File: src/rtl/multicycle_ctrl.sv
// rtl/multicycle_ctrl.sv - multi-cycle MIPS-subset control FSM with memory-stall watchdog
// Optional feature macro: MC_CTRL_BNE_EN (decode bne, op 5, into EXEC_B and drive branch_ne).
module multicycle_ctrl #(
    parameter int TO_W        = 8,
    parameter int MEM_TIMEOUT = 16
) (
    input  logic       clk,
    input  logic       rst,
    input  logic [5:0] op,
    input  logic [5:0] func,
    input  logic       mem_ready,
    output logic       pc_write,
    output logic       ir_write,
    output logic       mem_read,
    output logic       mem_write,
    output logic       reg_write,
    output logic       mem_to_reg,
    output logic       reg_rt,
    output logic       alu_imm,
    output logic       branch,
    output logic       branch_ne,
    output logic       jump,
    output logic [2:0] aluc,
    output logic [3:0] state,
    output logic       instr_done,
    output logic       illegal,
    output logic       mem_err
);

    localparam logic [5:0] OP_R   = 6'd0;
    localparam logic [5:0] OP_J   = 6'd2;
    localparam logic [5:0] OP_BEQ = 6'd4;
    localparam logic [5:0] OP_BNE = 6'd5;
    localparam logic [5:0] OP_LW  = 6'd35;
    localparam logic [5:0] OP_SW  = 6'd43;
    localparam logic [TO_W-1:0] WD_LAST = TO_W'(MEM_TIMEOUT - 1);

    typedef enum logic [3:0] {
        S_FETCH  = 4'd0,
        S_DECODE = 4'd1,
        S_EXEC_R = 4'd2,
        S_WB_R   = 4'd3,
        S_EXEC_M = 4'd4,
        S_MEM    = 4'd5,
        S_WB_M   = 4'd6,
        S_EXEC_B = 4'd7,
        S_JUMP   = 4'd8
    } state_t;

    state_t          st;
    state_t          dec_next;
    logic [5:0]      op_q;
    logic [5:0]      func_q;
    logic [TO_W-1:0] wd;
    logic [TO_W-1:0] wd_inc;
    logic            wd_expired;
    logic            r_legal;
    logic [2:0]      r_aluc;

    assign state      = st;
    assign wd_expired = (MEM_TIMEOUT != 0) && (wd == WD_LAST);
    assign wd_inc     = (wd == '1) ? wd : wd + TO_W'(1);

    always_comb begin
        r_aluc  = 3'b010;
        r_legal = 1'b1;
        case (func_q)
            6'd32:   r_aluc = 3'b010;
            6'd34:   r_aluc = 3'b110;
            6'd36:   r_aluc = 3'b000;
            6'd37:   r_aluc = 3'b001;
            6'd39:   r_aluc = 3'b100;
            6'd42:   r_aluc = 3'b111;
            default: r_legal = 1'b0;
        endcase

        dec_next = S_FETCH;
        if (op_q == OP_R && r_legal)
            dec_next = S_EXEC_R;
        else if (op_q == OP_LW || op_q == OP_SW)
            dec_next = S_EXEC_M;
        else if (op_q == OP_BEQ)
            dec_next = S_EXEC_B;
`ifdef MC_CTRL_BNE_EN
        else if (op_q == OP_BNE)
            dec_next = S_EXEC_B;
`endif
        else if (op_q == OP_J)
            dec_next = S_JUMP;
    end

    // Watchdog defaults to clear; only a stalled FETCH/MEM cycle keeps counting.
    always_ff @(posedge clk) begin
        if (rst) begin
            st         <= S_FETCH;
            op_q       <= '0;
            func_q     <= '0;
            wd         <= '0;
            instr_done <= 1'b0;
            illegal    <= 1'b0;
            mem_err    <= 1'b0;
        end else begin
            wd         <= '0;
            instr_done <= 1'b0;
            illegal    <= 1'b0;
            mem_err    <= 1'b0;
            case (st)
                S_FETCH: begin
                    if (mem_ready) begin
                        st     <= S_DECODE;
                        op_q   <= op;
                        func_q <= func;
                    end else if (wd_expired) begin
                        mem_err <= 1'b1;
                    end else begin
                        wd <= wd_inc;
                    end
                end
                S_DECODE: begin
                    st      <= dec_next;
                    illegal <= (dec_next == S_FETCH);
                end
                S_EXEC_R: st <= S_WB_R;
                S_EXEC_M: st <= S_MEM;
                S_MEM: begin
                    if (mem_ready) begin
                        if (op_q == OP_LW) begin
                            st <= S_WB_M;
                        end else begin
                            st         <= S_FETCH;
                            instr_done <= 1'b1;
                        end
                    end else if (wd_expired) begin
                        st      <= S_FETCH;
                        mem_err <= 1'b1;
                    end else begin
                        wd <= wd_inc;
                    end
                end
                S_WB_R, S_WB_M, S_EXEC_B, S_JUMP: begin
                    st         <= S_FETCH;
                    instr_done <= 1'b1;
                end
                default: st <= S_FETCH;
            endcase
        end
    end

    always_comb begin
        pc_write   = 1'b0;
        ir_write   = 1'b0;
        mem_read   = 1'b0;
        mem_write  = 1'b0;
        reg_write  = 1'b0;
        mem_to_reg = 1'b0;
        reg_rt     = 1'b0;
        alu_imm    = 1'b0;
        branch     = 1'b0;
        branch_ne  = 1'b0;
        jump       = 1'b0;
        aluc       = 3'b000;
        case (st)
            S_FETCH: begin
                mem_read = 1'b1;
                aluc     = 3'b010;
                ir_write = mem_ready;
                pc_write = mem_ready;
            end
            S_DECODE: aluc = 3'b010;
            S_EXEC_R: aluc = r_aluc;
            S_WB_R: begin
                reg_write = 1'b1;
                aluc      = r_aluc;
            end
            S_EXEC_M: begin
                alu_imm = 1'b1;
                aluc    = 3'b010;
            end
            S_MEM: begin
                alu_imm   = 1'b1;
                aluc      = 3'b010;
                mem_read  = (op_q == OP_LW);
                mem_write = (op_q == OP_SW);
            end
            S_WB_M: begin
                reg_write  = 1'b1;
                mem_to_reg = 1'b1;
                reg_rt     = 1'b1;
            end
            S_EXEC_B: begin
                aluc = 3'b110;
`ifdef MC_CTRL_BNE_EN
                branch    = (op_q == OP_BEQ);
                branch_ne = (op_q == OP_BNE);
`else
                branch    = 1'b1;
`endif
            end
            S_JUMP: begin
                jump     = 1'b1;
                pc_write = 1'b1;
            end
            default: ;
        endcase
    end

endmodule

File: config.mk
export PLATFORM = sky130hd
export DESIGN_NAME = multicycle_ctrl
export DESIGN_NICKNAME = d
export VERILOG_FILES = /design/src/rtl/multicycle_ctrl.sv
export SDC_FILE = /design/constraint.sdc
export NUM_CORES = 1
export LEC_CHECK = 0
export ABC_CLOCK_PERIOD_IN_PS = 2500
export CAP_MARGIN = 40
export CORE_MARGIN = 1.5
export CORE_UTILIZATION = 40
export CTS_BUF_LIST = sky130_fd_sc_hd__clkbuf_4
export DETAILED_ROUTE_END_ITERATION = 10
export DONT_BUFFER_PORTS = 1
export HOLD_SLACK_MARGIN = 0.12
export SETUP_SLACK_MARGIN = 0.1
export SYNTH_ARGS = -nofsm -noshare
export SYNTH_HDL_FRONTEND = slang
export SYNTH_SLANG_ARGS = --single-unit
File: constraint.sdc
create_clock -name clk -period 2.5 [get_ports clk]
set_input_delay 0.5 -clock clk [delete_from_list [all_inputs] [get_ports clk]]
set_output_delay 0.5 -clock clk [all_outputs]
set_load 0.01 [all_outputs]
==> results of run 1 <==
==> placed cells by master (no fill, tap or decap), types with 3 or more instances in the layout <==
cell type	Yosys	layout
nor3_1	5	5
inv_1	7	7
nor4_1	3	3
o21ai_0	4	4
nor2b_1	5	5
and3_1	3	3
buf_4	4	3
xor2_1	3	3
clkbuf_4	0	4
nand2_1	34	34
nand2b_1	3	3
a21oi_1	19	19
dfxtp_1	27	27
nand3_1	6	6
nor2_1	16	16
nor3_2	3	3
==> where the power goes <==
group	internal, mW	total (mW)	switching [mW]
logic	0.0585	0.146	0.0878
clock network	0.0733	0.203	0.130
registers	0.453	0.489	0.0357
==> stage by stage <==
stage / std cells / setup slack (ps) / instance area, µm² / total power [mW] / util [%]
floorplan: 182 / 757 / 1480 / 0.624 / -
global placement: 222 / 657 / 1490 / 0.640 / 43.1
detailed placement: 222 / 601 / 1490 / 0.644 / 43.1
CTS: 226 / 213 / 1520 / 0.847 / 44.0
global route: 226 / 102 / 1520 / 0.883 / 44.0
finish: 226 / 210 / 1520 / 0.838 / 44.0
==> sequential cells by signal, indices dropped and copies added (netlist names) <==
register / cells
mem_err: 1
illegal: 1
wd: 8
op_q: 6
instr_done: 1
state: 4
func_q: 6
==> metal layers <==
| metal | GRT usage [%] | share of wire, % |
|---|---|---|
| met3 | 4.23 | 6.7 |
| met5 | 0 | 0 |
| met2 | 26.1 | 44 |
| met4 | 7.07 | 0.60 |
| met1 | 24.4 | 49 |
==> synthesized netlist by cell type, drive strengths merged, types with 3 or more instances <==
| master | n |
|---|---|
| nand2 | 36 |
| dfxtp | 27 |
| a21oi | 19 |
| nor2 | 17 |
| inv | 8 |
| nor3 | 8 |
| buf | 7 |
| nand3 | 6 |
| nor2b | 5 |
| nor4 | 4 |
| o21ai | 4 |
| xor2 | 4 |
| and3 | 3 |
| nand2b | 3 |
==> kinds of logic (layout without fill, tap and decap cells) <==
kind of cell               after synthesis  after routing
and+or+nand+nor                         92             92
buffers and inverters                   17             15
muxes                                    1              1
DFF                                     27             27
xor gates and xnor gates                 4              4
adders and majority gates                1              1
other                                    1              1
AOI/OAI and AO/OA                       39             39
==> worst paths after layout <==
path | slack (ps) | to | startpoint | cells after the start
worst max-delay path | 210 | aluc[2] | state[1]$_SDFFE_PP0P_ | 3
worst min-delay path | 210 | func_q[0]$_SDFFE_PP0P_ | rst | 1
worst max register to register | 780 | wd[2]$_SDFFE_PP0P_ | state[0]$_SDFFE_PP0P_ | 4
worst min register to register | 460 | func_q[4]$_SDFFE_PP0P_ | func_q[4]$_SDFFE_PP0P_ | 2
==> cell type report <==
type,instances,area [µm²],share of cell area (%)
Tap cell,46,57.6,3.80
Timing Repair Buffer,3,22.5,1.49
Multi-Input combinational cell,138,835,55.1
Clock buffer,4,30.0,1.98
Inverter,8,30.0,1.98
Sequential cell,27,541,35.7
==> worst max-delay path: cells and delay by family, from the launching register on <==
kind	cells	cell delay [ps]
AOI/OAI and AO/OA	1	240
DFF	1	720
and+or+nand+nor	2	500
==> impl_metrics.json, run 1 <==
{
  "cts_buffers": 3,
  "synthMuxAreaShare_pct": 0.678,
  "finalWirelength_mm": 3.34,
  "synth_flop_cell": "dfxtp_1",
  "status": "complete, no violations",
  "fin_crit_ps": 2290,
  "antenna_found_initial": 0,
  "track_usage_pct": 17.6,
  "synth_edf_count": 0,
  "postCtsSetupRepairBufs": 0,
  "fmax_mhz": 437,
  "clk_pin_slew_ps": 150,
  "cts_root_buffer": "clkbuf_4",
  "async_reset_ff_share_pct": 0,
  "hold_viol": 0,
  "antenna_left": 0,
  "die_h_um": 63.8,
  "syn_to_final_growth_pct": 2.63,
  "dieArea_mm2": 0.00406,
  "end_kind": "output pin",
  "ys_warn_count": 0,
  "max_stage_delay_ps": 720,
  "wire_per_inst_um": 14.8,
  "via_per_inst": 5.65,
  "syn_nets": 198,
  "p_leak_nw": 0.553,
  "relSlewSlack_pct": 60.9,
  "finalSetupViolCount": 0,
  "clock-sinks": 27,
  "synth_cell_types": 49,
  "hp-class": "in2reg",
  "drive_gt1_share_pct": 12.8,
  "cp-start-kind": "register",
  "critPathRequiredTime_ps": 2000,
  "cp_cell_sequence": "nand2b_1 -> nor3_1 -> a31o_2",
  "rsz0062_at_grt": "false",
  "drv_slew": 0,
  "ir_drop_mv": 0.259,
  "synthAdderAreaFrac_pct": 0.847,
  "dp_hpwl_mm": 2.55,
  "worstSkewPairLatency_ps": 330,
  "start_util_pct": 42.9,
  "worstMarginPinSlew_ps": 585,
  "crit_slowest_cell": "dfxtp_1",
  "num_rows": 21,
  "arrival_ps": 1790,
  "cts_max_level": 1,
  "grt_pass1_vias": 1180,
  "cp_max_fo": 13,
  "finalCritPeriodShare_pct": 91.6,
  "first_pass_iters": 4,
  "cap_violations": 0,
  "grt-ovfl-total": 0,
  "gp_congestion": 0.897,
  "cts_resized": 0,
  "fin_worst_skew_ps": 10.2,
  "postSynthAreaPerCell_um2": 8.11,
  "grt_pass1_wl_mm": 5.67,
  "drc": 0,
  "cts_tree": "built",
  "final_nets": 197,
  "synth_top_area_cell": "dfxtp_1",
  "syn_area_mm2": 0.00148,
  "core_area_mm2": 0.00344,
  "yosys.area_share.simple_pct": 35.0,
  "synthDominantCellAreaShare_pct": 36.6,
  "fp.dieW_um": 63.8,
  "grt_max_degree": 17,
  "vias": 1277,
  "io_buffers": 0,
  "hold_ws_ps": 214,
  "synth_top_family_by_area": "simple AND/OR/NAND/NOR gates",
  "synth.area.top_cells": "dfxtp_1, nand2_1, a21oi_1",
  "finalSetupTns_ps": 0,
  "drt_iter0_drc": 179,
  "power_density_mw_per_mm2": 553,
  "num_io_pins": 36,
  "ys_seq_elements": 27,
  "syn_inst": 182,
  "n_antenna_cell": 0,
  "seq_area_frac_synth_pct": 36.6,
  "clockBufferDepth": 2,
  "synth-compound-area-share_pct": 16.9,
  "hold_buffers": 0,
  "critical_path_class": "reg2out",
  "nFillCells": 375,
  "synth_xor_area_share_pct": 2.88
}
Power figures use the tool's default switching activity.
==> run 2: changes to the inputs <==
--- a/config.mk
+++ b/config.mk
@@ -5,7 +5,7 @@
 export SDC_FILE = /design/constraint.sdc
 export NUM_CORES = 1
 export LEC_CHECK = 0
-export ABC_CLOCK_PERIOD_IN_PS = 2500
+export ABC_CLOCK_PERIOD_IN_PS = 2870
 export CAP_MARGIN = 40
 export CORE_MARGIN = 1.5
 export CORE_UTILIZATION = 40
@@ -13,7 +13,8 @@
 export DETAILED_ROUTE_END_ITERATION = 10
 export DONT_BUFFER_PORTS = 1
 export HOLD_SLACK_MARGIN = 0.12
-export SETUP_SLACK_MARGIN = 0.1
+export SETUP_SLACK_MARGIN = 0.05
+export SKIP_CTS_REPAIR_TIMING = 1
 export SYNTH_ARGS = -nofsm -noshare
 export SYNTH_HDL_FRONTEND = slang
 export SYNTH_SLANG_ARGS = --single-unit
==> constraint.sdc (replaced) <==
create_clock -name clk -period 2.87 [get_ports clk]
set_input_delay 0.574 -clock clk [delete_from_list [all_inputs] [get_ports clk]]
set_output_delay 0.574 -clock clk [all_outputs]
set_load 0.01 [all_outputs]
==> run 2 against run 1 <==
- worst setup slack improved by 190 ps
- critical path type unchanged
- count of clock-buffer cells in the layout shrank 1
- highest routed layer unchanged
- via count decreased by 1.9%
- clock skew decreased by 4.7 ps
==> impl_metrics.json, run 2 (same netlist as run 1, synthesis figures left out) <==
{
  "cts_root_buffer": "clkbuf_4",
  "drt_iter0_drc": 111,
  "hold_ws_ps": 294,
  "antenna_left": 0,
  "num_rows": 21,
  "cap_violations": 0,
  "antenna_found_initial": 0,
  "cp-start-kind": "register",
  "fin_crit_ps": 2470,
  "status": "complete, no violations",
  "largest_reg_flops": 8,
  "hp-class": "in2reg",
  "drv_slew": 0,
  "busiest_layer": "met2",
  "p_total_mw": 0.716,
  "finalSetupTns_ps": 0,
  "clockBufferDepth": 2,
  "reg2regPathDepth": 5,
  "ir_drop_mv": 0.245,
  "io_buffers": 0,
  "grt-ovfl-total": 0,
  "clkPwrFrac_pct": 23.0,
  "met1_usage_pct": 23.1,
  "drc": 0,
  "n_antenna_cell": 0,
  "worstSkewPairLatency_ps": 320,
  "swShare_pct": 30.4,
  "fmax_mhz": 405,
  "first_pass_iters": 4,
  "grt_pass1_vias": 1129,
  "syn_to_final_growth_pct": 1.44,
  "final_nets": 195,
  "clk_pin_slew_ps": 150,
  "finalWirelength_mm": 3.09,
  "arrival_ps": 1900,
  "cts_tree": "built",
  "biggestRegsByFlops": "wd: 8 flops, func_q: 6 flops, op_q: 6 flops",
  "largest_register": "wd",
  "min_path_cells": 1,
  "core_area_mm2": 0.00344,
  "power_density_mw_per_mm2": 478,
  "start_util_pct": 42.9,
  "end_kind": "output pin",
  "final_common_cell": "nand2_1",
  "switchingPower_mw": 0.218,
  "via_per_inst": 5.59,
  "use_met2_pct": 23.6,
  "vias": 1253,
  "die_h_um": 63.8,
  "grt_max_degree": 17,
  "cp_max_fo": 12,
  "rsz0062_at_grt": "false",
  "fin_worst_skew_ps": 5.52,
  "layout_common_cells": "nand2_1, dfxtp_1, a21oi_1",
  "critPathRequiredTime_ps": 2300,
  "critical_path_class": "reg2out",
  "gp_congestion": 0.838,
  "dp_hpwl_mm": 2.36,
  "drive_gt1_share_pct": 11.8,
  "finalSetupViolCount": 0,
  "hold_viol": 0,
  "clock-sinks": 27,
  "grt_pass1_wl_mm": 5.26,
  "dieArea_mm2": 0.00406,
  "track_usage_pct": 16.0,
  "cts_max_level": 1,
  "finalCritPeriodShare_pct": 86.1,
  "p_int_mw": 0.498,
  "worstMarginPinSlew_ps": 642,
  "relSlewSlack_pct": 56.9,
  "pwr-share-seq_pct": 59.3,
  "p_leak_nw": 0.542,
  "cts_buffers": 3,
  "num_io_pins": 36,
  "p_comb_share_pct": 17.8,
  "wire_per_inst_um": 13.8,
  "gr-usage-met3_pct": 3.70,
  "fp.dieW_um": 63.8
}
==> run 2: final cells by class <==
| type | count | area (µm²) |
|---|---|---|
| fillers | 347 | 1940 |
| inverters | 8 | 30.0 |
| well taps | 46 | 57.6 |
| clock inverters | 1 | 5.00 |
| clock buffers | 3 | 22.5 |
| multi-input cells | 138 | 835 |
| repair buffers | 1 | 7.51 |
| flip-flops and latches | 27 | 541 |
==> run 2: power by group through the flow <==
| stage | clock network [mW] | registers [mW] | logic (mW) |
|---|---|---|---|
| 4_1_cts | 0.172 | 0.424 | 0.129 |
| 3_3_place_gp | 0 | 0.431 | 0.125 |
| 6_report | 0.164 | 0.424 | 0.127 |
| 2_1_floorplan | 0 | 0.421 | 0.122 |
| 5_1_grt | 0.182 | 0.429 | 0.143 |
| 3_5_place_dp | 0 | 0.433 | 0.128 |
==> run 2: path summary, 6_finish.rpt <==
kind | end | from | slack, ps
worst max-delay path | aluc[2] | state[0]$_SDFFE_PP0P_ | 400
worst min-delay path | func_q[2]$_SDFFE_PP0P_ | rst | 290
worst max register to register | op_q[3]$_SDFFE_PP0P_ | state[0]$_SDFFE_PP0P_ | 1160
worst min register to register | func_q[4]$_SDFFE_PP0P_ | func_q[4]$_SDFFE_PP0P_ | 460
==> run 2: critical path, stage by stage (launching register included) <==
cell     delay, ps
dfxtp_1        710
inv_1          180
nor3_1         470
a31o_2         220
==> run 2: metrics by stage <==
step                      instance area [µm²]  cells  util (%)  setup slack [ps]
after CTS                                1500    224      43.5               377
after global placement                   1470    220      42.7               799
after detailed placement                 1470    220      42.7               759
after floorplan                          1480    182         -              1050
final                                    1500    224      43.5               400
after global routing                     1500    224      43.5               291
==> run 2: metal layers <==
layer	share of wire (%)	vias up
li1	-	627
met1	48	580
met2	44	42
met3	6.7	4
met4	1.4	0
met5	0	-
==> run 3: changes to the inputs <==
--- a/config.mk
+++ b/config.mk
@@ -8,7 +8,7 @@
 export ABC_CLOCK_PERIOD_IN_PS = 2870
 export CAP_MARGIN = 40
 export CORE_MARGIN = 1.5
-export CORE_UTILIZATION = 40
+export CORE_UTILIZATION = 42
 export CTS_BUF_LIST = sky130_fd_sc_hd__clkbuf_4
 export DETAILED_ROUTE_END_ITERATION = 10
 export DONT_BUFFER_PORTS = 1
==> run 3 against run 2 <==
- final area decreased by 0.25%
- combinational power decreased by 3%
- worst setup slack got worse by 91 ps
- power increased by 1.5%
- via count decreased by 2.4%
- critical path depth unchanged
- register-to-register slack got worse by 160 ps
- largest power group unchanged
==> impl_metrics.json, run 3 (same netlist as run 1, synthesis figures left out) <==
{
  "final_common_cell": "nand2_1",
  "use_met2_pct": 26.5,
  "layout_common_cells": "nand2_1, dfxtp_1, a21oi_1",
  "status": "complete, no violations",
  "max_stage_delay_ps": 730,
  "clkPwrFrac_pct": 24.3,
  "pwr-share-seq_pct": 58.7,
  "n_antenna_cell": 0,
  "drt_iter0_drc": 120,
  "cp-start-kind": "register",
  "antenna_found_initial": 0,
  "largest_reg_flops": 8,
  "p_int_mw": 0.502,
  "cp_cell_sequence": "inv_1 -> nor3_2 -> and4_1",
  "fin_crit_ps": 2560,
  "via_per_inst": 5.48,
  "r2r-start": "state[2]$_SDFFE_PP0P_",
  "swShare_pct": 30.9,
  "met1_usage_pct": 22.6,
  "grt_pass1_vias": 1108,
  "num_rows": 21,
  "clockBufferDepth": 2,
  "finalSetupViolCount": 0,
  "relSlewSlack_pct": 54.3,
  "cts_buffers": 3,
  "end_kind": "output pin",
  "fin_worst_skew_ps": 4.62,
  "wire_per_inst_um": 13.6,
  "worstMarginPinSlew_ps": 681,
  "fmax_mhz": 391,
  "worstHoldEndpoint": "func_q[4]$_SDFFE_PP0P_",
  "vias": 1223,
  "track_usage_pct": 16.7,
  "core_area_mm2": 0.00336,
  "r2r_setup_slack_ps": 1000,
  "cts_tree": "built",
  "drive_gt1_share_pct": 11.3,
  "p_comb_share_pct": 17.0,
  "final_nets": 194,
  "fp.dieW_um": 62.3,
  "grt_pass1_wl_mm": 5.22,
  "critical_path_class": "reg2out",
  "start_util_pct": 43.9,
  "first_pass_iters": 4,
  "finalWirelength_mm": 3.03,
  "cap_violations": 0,
  "power_density_mw_per_mm2": 486,
  "cp_max_fo": 13,
  "p_total_mw": 0.727,
  "hold_viol": 0,
  "die_h_um": 62.3,
  "finish.utilization_pct": 44.4,
  "grt-ovfl-total": 0,
  "crit_slowest_cell": "dfxtp_1",
  "pre_cts_slack_ps": 676,
  "clock-sinks": 27,
  "grt_max_degree": 18,
  "p_leak_nw": 0.537,
  "syn_to_final_growth_pct": 1.19,
  "min_path_cells": 1,
  "hp-class": "in2reg",
  "dp_hpwl_mm": 2.36,
  "busiest_layer": "met2",
  "critPathRequiredTime_ps": 2300,
  "finalSetupTns_ps": 0,
  "cts_max_level": 1,
  "gp_congestion": 0.883,
  "min-delay-start": "rst",
  "reg2regPathDepth": 4,
  "drv_slew": 0,
  "switchingPower_mw": 0.225,
  "finalCritPeriodShare_pct": 89.2,
  "largest_register": "wd",
  "rsz0062_at_grt": "false",
  "timing.rr.end": "state[2]$_SDFFE_PP0P_",
  "drc": 0,
  "num_io_pins": 36,
  "antenna_left": 0,
  "dieArea_mm2": 0.00388,
  "gr-usage-met3_pct": 4.89,
  "biggestRegsByFlops": "wd: 8 flops, func_q: 6 flops, op_q: 6 flops",
  "worst_slack_ps": 310,
  "io_buffers": 0,
  "ir_drop_mv": 0.249,
  "arrival_ps": 1990,
  "cts_root_buffer": "clkbuf_4",
  "worstSkewPairLatency_ps": 330,
  "clk_pin_slew_ps": 150
}
[run 3: changes by cell type in the layout (fill, tap and decap cells not counted), sizes merged]
cell,change
buf,-1
clkinv,-1
inv,+1
[run 3: how the worst max path moves through the flow]
| stage | startpoint | end |
|---|---|---|
| final | state[2]$_SDFFE_PP0P_ | mem_write |
| after global routing | state[2]$_SDFFE_PP0P_ | mem_write |
| after CTS | state[2]$_SDFFE_PP0P_ | aluc[2] |
| after detailed placement | state[2]$_SDFFE_PP0P_ | aluc[2] |
| after global placement | state[2]$_SDFFE_PP0P_ | aluc[2] |
| after floorplan | state[3]$_SDFFE_PP0P_ | pc_write |
[run 3: worst max-delay path: cells and delay by family (launching register included)]
family,cells,cell delay [ps]
DFF,1,730
buffers and inverters,1,230
and+or+nand+nor,2,690
[run 3: layout make-up]
cell class,instances,area (µm²)
multi-input combinational,138,835
clock inverter,1,8.76
clock buffer,3,22.5
sequential,27,541
tap,46,57.6
inverter,8,30.0
fill,357,1870
[run 3: through the flow]
stage | instance area [µm²] | hold WS [ps] | cells
floorplan | 1480 | 425 | 182
global route | 1490 | 237 | 223
finish | 1490 | 282 | 223
detailed placement | 1460 | 439 | 219
global placement | 1460 | 436 | 219
CTS | 1490 | 265 | 223
[run 3: power by group through the flow]
stage | clock (mW) | combinational, mW | sequential (mW)
detailed placement | 0 | 0.124 | 0.435
global placement | 0 | 0.121 | 0.433
floorplan | 0 | 0.122 | 0.421
finish | 0.177 | 0.123 | 0.427
CTS | 0.187 | 0.124 | 0.427
global route | 0.207 | 0.139 | 0.432
[run 3: metal layers]
metal	share of wire, %	vias to the layer above	wire length (µm)
li1	-	623	-
met1	46	553	1390
met2	46	42	1400
met3	7.0	5	212
met4	0.89	0	27
met5	0	-	0
